--- config.mk ---
export PLATFORM = sky130hd
export DESIGN_NAME = hazard_ctrl_unit
export DESIGN_NICKNAME = d
export VERILOG_FILES = /design/src/rtl/hazard_pkg.sv /design/src/rtl/hazard_ctrl_unit_fwd_select.sv /design/src/rtl/hazard_ctrl_unit.sv
export SDC_FILE = /design/constraint.sdc
export NUM_CORES = 1
export LEC_CHECK = 0
export CAP_MARGIN = 10
export CORE_UTILIZATION = 32
export DETAILED_ROUTE_END_ITERATION = 10
export DONT_BUFFER_PORTS = 1
export SKIP_LAST_GASP = 1
export SYNTH_ARGS = -nofsm -noshare
export SYNTH_HDL_FRONTEND = slang
export SYNTH_SLANG_ARGS = --single-unit
--- constraint.sdc ---
create_clock -name clk -period 4.35 [get_ports clk]
set_input_delay 0.2175 -clock clk [delete_from_list [all_inputs] [get_ports clk]]
set_output_delay 0.2175 -clock clk [all_outputs]
set_load 0.02 [all_outputs]
--- src/rtl/hazard_pkg.sv ---
// Shared types and helpers for the pipeline hazard controller: MUL/DIV FSM state,
// forwarding-stage indices and the operand-select encoding.
package hazard_pkg;

    typedef enum logic {
        IDLE = 1'b0,
        BUSY = 1'b1
    } md_state_e;

    localparam int STG_M = 0;
    localparam int STG_W = 1;

    // Younger producers get larger codes; code 0 selects the register file.
    function automatic int fsel_code(input int stage, input int fwd_stages);
        return fwd_stages - stage;
    endfunction

endpackage

--- src/rtl/hazard_ctrl_unit_fwd_select.sv ---
// Forwarding priority search for one E-stage source operand: the youngest
// writing producer whose destination matches a non-zero source wins.
module fwd_select
    import hazard_pkg::*;
#(
    parameter int RA_W       = 5,
    parameter int FWD_STAGES = 2,
    parameter int FSEL_W     = 2
) (
    input  logic [RA_W-1:0]            rs_i,
    input  logic [FWD_STAGES*RA_W-1:0] rd_stg_i,
    input  logic [FWD_STAGES-1:0]      reg_wr_i,
    output logic [FSEL_W-1:0]          fsel_o
);

    always_comb begin
        // NOTE: default assignment first so no path leaves fsel_o unassigned (no latch).
        fsel_o = '0;
        // Scan oldest to youngest so the lowest matching stage is written last.
        for (int k = FWD_STAGES - 1; k >= 0; k--) begin
            if (reg_wr_i[k] && (rs_i != '0) && (rd_stg_i[k*RA_W +: RA_W] == rs_i)) begin
                fsel_o = FSEL_W'(fsel_code(k, FWD_STAGES));
            end
        end
    end

endmodule

--- src/rtl/hazard_ctrl_unit.sv ---
// Pipeline hazard controller: RAW forwarding selects, load-use stall, branch flush,
// multi-cycle MUL/DIV occupancy FSM and saturating stall/flush counters.
module hazard_ctrl_unit
    import hazard_pkg::*;
#(
    parameter int RA_W       = 5,
    parameter int NUM_SRC    = 2,
    parameter int FWD_STAGES = 2,
    parameter int MD_LATENCY = 4,
    parameter int CNT_W      = 32,
    localparam int FSEL_W    = $clog2(FWD_STAGES + 1)
) (
    input  logic                         clk,
    input  logic                         rst,
    input  logic [NUM_SRC*RA_W-1:0]      RsD,
    input  logic [NUM_SRC*RA_W-1:0]      RsE,
    input  logic [RA_W-1:0]              RdE,
    input  logic                         MemReadE,
    input  logic                         PCSrcE,
    input  logic                         MdStartE,
    input  logic [FWD_STAGES*RA_W-1:0]   RdStg,
    input  logic [FWD_STAGES-1:0]        RegWrStg,
    input  logic                         CntClr,
    output logic [NUM_SRC*FSEL_W-1:0]    ForwardE,
    output logic                         StallF,
    output logic                         StallD,
    output logic                         StallE,
    output logic                         FlushD,
    output logic                         FlushE,
    output logic                         FlushM,
    output logic                         MdDone,
    output logic [CNT_W-1:0]             StallCnt,
    output logic [CNT_W-1:0]             FlushCnt
);

    localparam int MDC_W    = $clog2(MD_LATENCY + 1);
    localparam bit MD_MULTI = (MD_LATENCY > 1);

    md_state_e        state_q, state_d;
    logic [MDC_W-1:0] mdc_q, mdc_d;
    logic [CNT_W-1:0] stall_cnt_q, stall_cnt_d;
    logic [CNT_W-1:0] flush_cnt_q, flush_cnt_d;
    logic             md_go, md_stall, lu_hit, lu, br;

    for (genvar i = 0; i < NUM_SRC; i++) begin : g_fwd
        fwd_select #(
            .RA_W       (RA_W),
            .FWD_STAGES (FWD_STAGES),
            .FSEL_W     (FSEL_W)
        ) u_fwd_select (
            .rs_i     (RsE[i*RA_W +: RA_W]),
            .rd_stg_i (RdStg),
            .reg_wr_i (RegWrStg),
            .fsel_o   (ForwardE[i*FSEL_W +: FSEL_W])
        );
    end

    always_ff @(posedge clk or negedge rst) begin
        if (!rst) begin
            state_q <= IDLE;
            mdc_q   <= '0;
        end else begin
            // NOTE: non-blocking assignments so every register samples pre-edge values.
            state_q <= state_d;
            mdc_q   <= mdc_d;
        end
    end

    assign md_go = MD_MULTI && (state_q == IDLE) && MdStartE;

    always_comb begin
        state_d = state_q;
        mdc_d   = mdc_q;
        case (state_q)
            IDLE: if (md_go) begin
                state_d = BUSY;
                mdc_d   = MDC_W'(MD_LATENCY - 1);
            end
            BUSY: begin
                mdc_d = mdc_q - MDC_W'(1);
                if (mdc_q <= MDC_W'(1)) begin
                    state_d = IDLE;
                    mdc_d   = '0;
                end
            end
            default: state_d = IDLE;
        endcase
    end

    always_comb begin
        lu_hit = 1'b0;
        for (int i = 0; i < NUM_SRC; i++) begin
            if (RsD[i*RA_W +: RA_W] == RdE) lu_hit = 1'b1;
        end
    end

    // An occupied E stage overrides load-use and branch; branch overrides load-use.
    always_comb begin
        md_stall = md_go || ((state_q == BUSY) && (mdc_q > MDC_W'(1)));
        lu       = MemReadE && (RdE != '0) && lu_hit && !PCSrcE && !md_stall;
        br       = PCSrcE && !md_stall;
        StallF   = md_stall || lu;
        StallD   = md_stall || lu;
        StallE   = md_stall;
        FlushD   = br;
        FlushE   = br || lu;
        FlushM   = md_stall;
        MdDone   = ((state_q == BUSY) && (mdc_q == MDC_W'(1)))
                || (!MD_MULTI && (state_q == IDLE) && MdStartE);
    end

    always_comb begin
        stall_cnt_d = stall_cnt_q;
        flush_cnt_d = flush_cnt_q;
        if (CntClr) begin
            stall_cnt_d = '0;
            flush_cnt_d = '0;
        end else begin
            if (StallF && (stall_cnt_q != '1)) stall_cnt_d = stall_cnt_q + CNT_W'(1);
            if ((FlushD || FlushE) && (flush_cnt_q != '1)) flush_cnt_d = flush_cnt_q + CNT_W'(1);
        end
    end

    always_ff @(posedge clk or negedge rst) begin
        if (!rst) begin
            stall_cnt_q <= '0;
            flush_cnt_q <= '0;
        end else begin
            stall_cnt_q <= stall_cnt_d;
            flush_cnt_q <= flush_cnt_d;
        end
    end

    assign StallCnt = stall_cnt_q;
    assign FlushCnt = flush_cnt_q;

endmodule

==> results.toml <==
[cts]
cts_buffers = 9
clk_latency_ns = 0.34
cts_tree = "done"
ctsResizeCount = 0
clk_pin_slew_worst_paths_ns = 0.06
cts-hold-fix-buffers = 4
h-tree-depth = 3
cts_buffer_depth = 2
post_cts_buffers = 0
cts_root_buf = "clkbuf_16"
clock_sinks = 68

[drt]
drc = 0
firstDrtPassIters = 4
ant_nets = 0
drtIter0Drc = 115
routed_via_density = 5.68
vias = 3639
routed_wl_mm = 11.0
dr.max_layer_used = "met4"
wl_per_cell_um = 17.2
drt-met1-wl_mm = 4.63
wl_met2_mm = 5.49
dr_wl_met3_um = 763

[critical_path]
cpPeakStageDelay_ns = 0.59
path_class = "reg2reg"
critical_path.cell_chain = "nor2_1 -> a21o_1 -> inv_2 -> a21oi_2 -> nand4_1 -> or4_1 -> a21oi_1"
arrival_ns = 3.08
cp-end-kind = "flop"
crit_required_ns = 4.61
critPathMaxFanout = 15
start_kind = "flop"
cp_slowest_cell = "or4_1"

[global_routing]
grt_max_degree = 69
overflow = 0
grt_first_pass_wirelength_mm = 17.6
grt_pass1_vias = 3559
antenna_found_initial = 0
track_usage_pct = 16.9

[layout]
drive_gt1_share_pct = 7.89
diodes = 0
area_growth_pct = 11.4
fillers = 1313
final_nets = 511

[yosys]
synth_area_leaders = "dfrtp_1 (41%), xnor2_1 (6.5%), a21oi_1 (5.6%)"
yosys_warnings = 0
synth_cells = 468
seq_area_frac_synth_pct = 40.8
synth.net_count = 515
synth.avg_cell_area_um2 = 8.91
ys_ff_latch = 68
async_flop_share_pct = 100
synthesis.area_um2 = 4170
synthDistinctLibCells = 47
yosys.area.top_type = "dfrtp_1"
yosysMostFrequentCell = "dfrtp_1"
synth_top_cell_area_share_pct = 40.8
synth-edff-count = 0
netlist_top_cells_count = "dfrtp_1 (68), a21oi_1 (47), o21ai_0 (36), or3_1 (36), xnor2_1 (31)"
synth-main-ff-cell = "dfrtp_1"

[timing]
clock_skew_ns = 0.00663
finalSetupViolations = 0
fin_crit_ns = 2.82
fin_crit_sh_pct = 64.9
hold_viol_final = 0
rsz0062_at_grt = "no"
fin_ws_ns = 1.53
setup-tns-final_ns = 0
max_freq_ghz = 0.354
relSlewSlack_pct = 30.9
slew_viol_final = 0
worstMarginPinSlew_ns = 1.03

[place]
dp_hpwl_mm = 7.64
place_ws_ns = 1.58
port_buffers = 0
gp_congestion = 0.831

[run]
maxCapViolCount = 0

[die]
num_rows = 41
start_util_pct = 32.9
fp.dieH_um = 116
num_io_pins = 118
fp.coreArea_um2 = 12700
die_w_um = 116
dieArea_um2 = 13500

[pwr]
cellLeakagePower_uw = 0.00169
p_per_area_nw_per_um2 = 382
ir_drop_mv = 0.201

[outcome]
status = "completed"

[worst_hold_path]
min_path_type = "in2reg"
where the power goes:
part           internal (uW)  total [uW]  switching [uW]  leakage (uW)
logic                    115         373             259      0.000619
clock network            397         685             287      0.000135
registers                662         717            55.2      0.000940
total                   1170        1780             601       0.00169
cell usage in the layout (no fill, tap or decap), types with 2 or more instances in the layout:
cell and n:
o211ai_1 3, nand2_1 29, or4_1 14, mux2i_1 3, and3_1 10, o21a_1 3
a21oi_1 47, buf_16 2, nand4_1 22, xnor2_1 31, o31ai_1 11, and4_1 6
mux2_2 6, nor3_1 5, xor2_1 9, nand2b_1 2, nor2_1 27, clkinv_2 4
nand3_2 3, nor4_1 11, dlygate4sd3_1 2, ha_1 4, or3_1 36, clkbuf_16 9
inv_1 15, nor2b_1 5, o21ai_0 36, dfrtp_1 68, nand3_1 24
sequential cells by signal, indices dropped and copies added (netlist names):
register and flops:
FlushCnt 32, StallCnt 32, mdc_q 3, state_q 1
stage by stage:
step | utilization [%] | hold WS [ns] | power (uW) | instance area (um2) | cells
2_1_floorplan | - | -0.0781 | 1030 | 4170 | 468
3_3_place_gp | 33.8 | -0.0760 | 1040 | 4290 | 620
3_5_place_dp | 33.8 | -0.0758 | 1050 | 4290 | 620
4_1_cts | 36.5 | 0.00490 | 1780 | 4630 | 640
5_1_grt | 36.6 | 0.00301 | 1860 | 4640 | 641
6_report | 36.6 | 0.0144 | 1780 | 4640 | 641
layout make-up:
class	instances	area [um2]	share of cell area (%)
clock inverter	5	27.5	0.593
inverter	16	60.1	1.29
timing repair buffer	5	86.3	1.86
multi-input combinational	364	2310	49.7
sequential	68	1700	36.7
clock buffer	11	243	5.23
tap	172	215	4.64
logic make-up (layout without fill, tap and decap cells):
family | count (synthesis) | after routing | synth area share (%)
multiplexers | 9 | 9 | 2.34
AO/OA/AOI/OAI | 111 | 111 | 15.8
adder cells (fa/ha/maj) | 4 | 4 | 1.20
AND/OR/NAND/NOR | 200 | 200 | 27.6
buffers and inverters | 36 | 37 | 3.87
XOR/XNOR | 40 | 40 | 8.41
flip-flops | 68 | 68 | 40.8
critical path, delay by kind of cell, from the launching register on:
family / cells / cell delay [ns]
compound gates: 3 / 0.80
buf+inv: 1 / 0.16
flops: 1 / 0.41
simple gates: 3 / 1.37
worst paths after layout:
kind	startpoint	slack (ns)	endpoint	depth (start not counted)
worst max-delay path	mdc_q[2]$_DFFE_PN0P_	1.53	FlushCnt[22]$_DFFE_PN0P_	7
worst min-delay path	MdStartE	0.01	mdc_q[1]$_DFFE_PN0P_	1
worst max register to register	mdc_q[2]$_DFFE_PN0P_	1.53	FlushCnt[22]$_DFFE_PN0P_	7
worst min register to register	mdc_q[1]$_DFFE_PN0P_	0.56	mdc_q[1]$_DFFE_PN0P_	1
max in group asynchronous	rst	3.61	FlushCnt[12]$_DFFE_PN0P_	2
min in group asynchronous	rst	0.47	state_q$_DFF_PN0_	2
metal layers:
layer | GRT usage (%) | vias to the layer above
met1 | 19.5 | 1769
met5 | 0 | -
li1 | - | 1737
met2 | 29.4 | 117
met4 | 6.07 | 0
met3 | 5.40 | 16
Note: power is estimated with default switching activity, not from simulation.
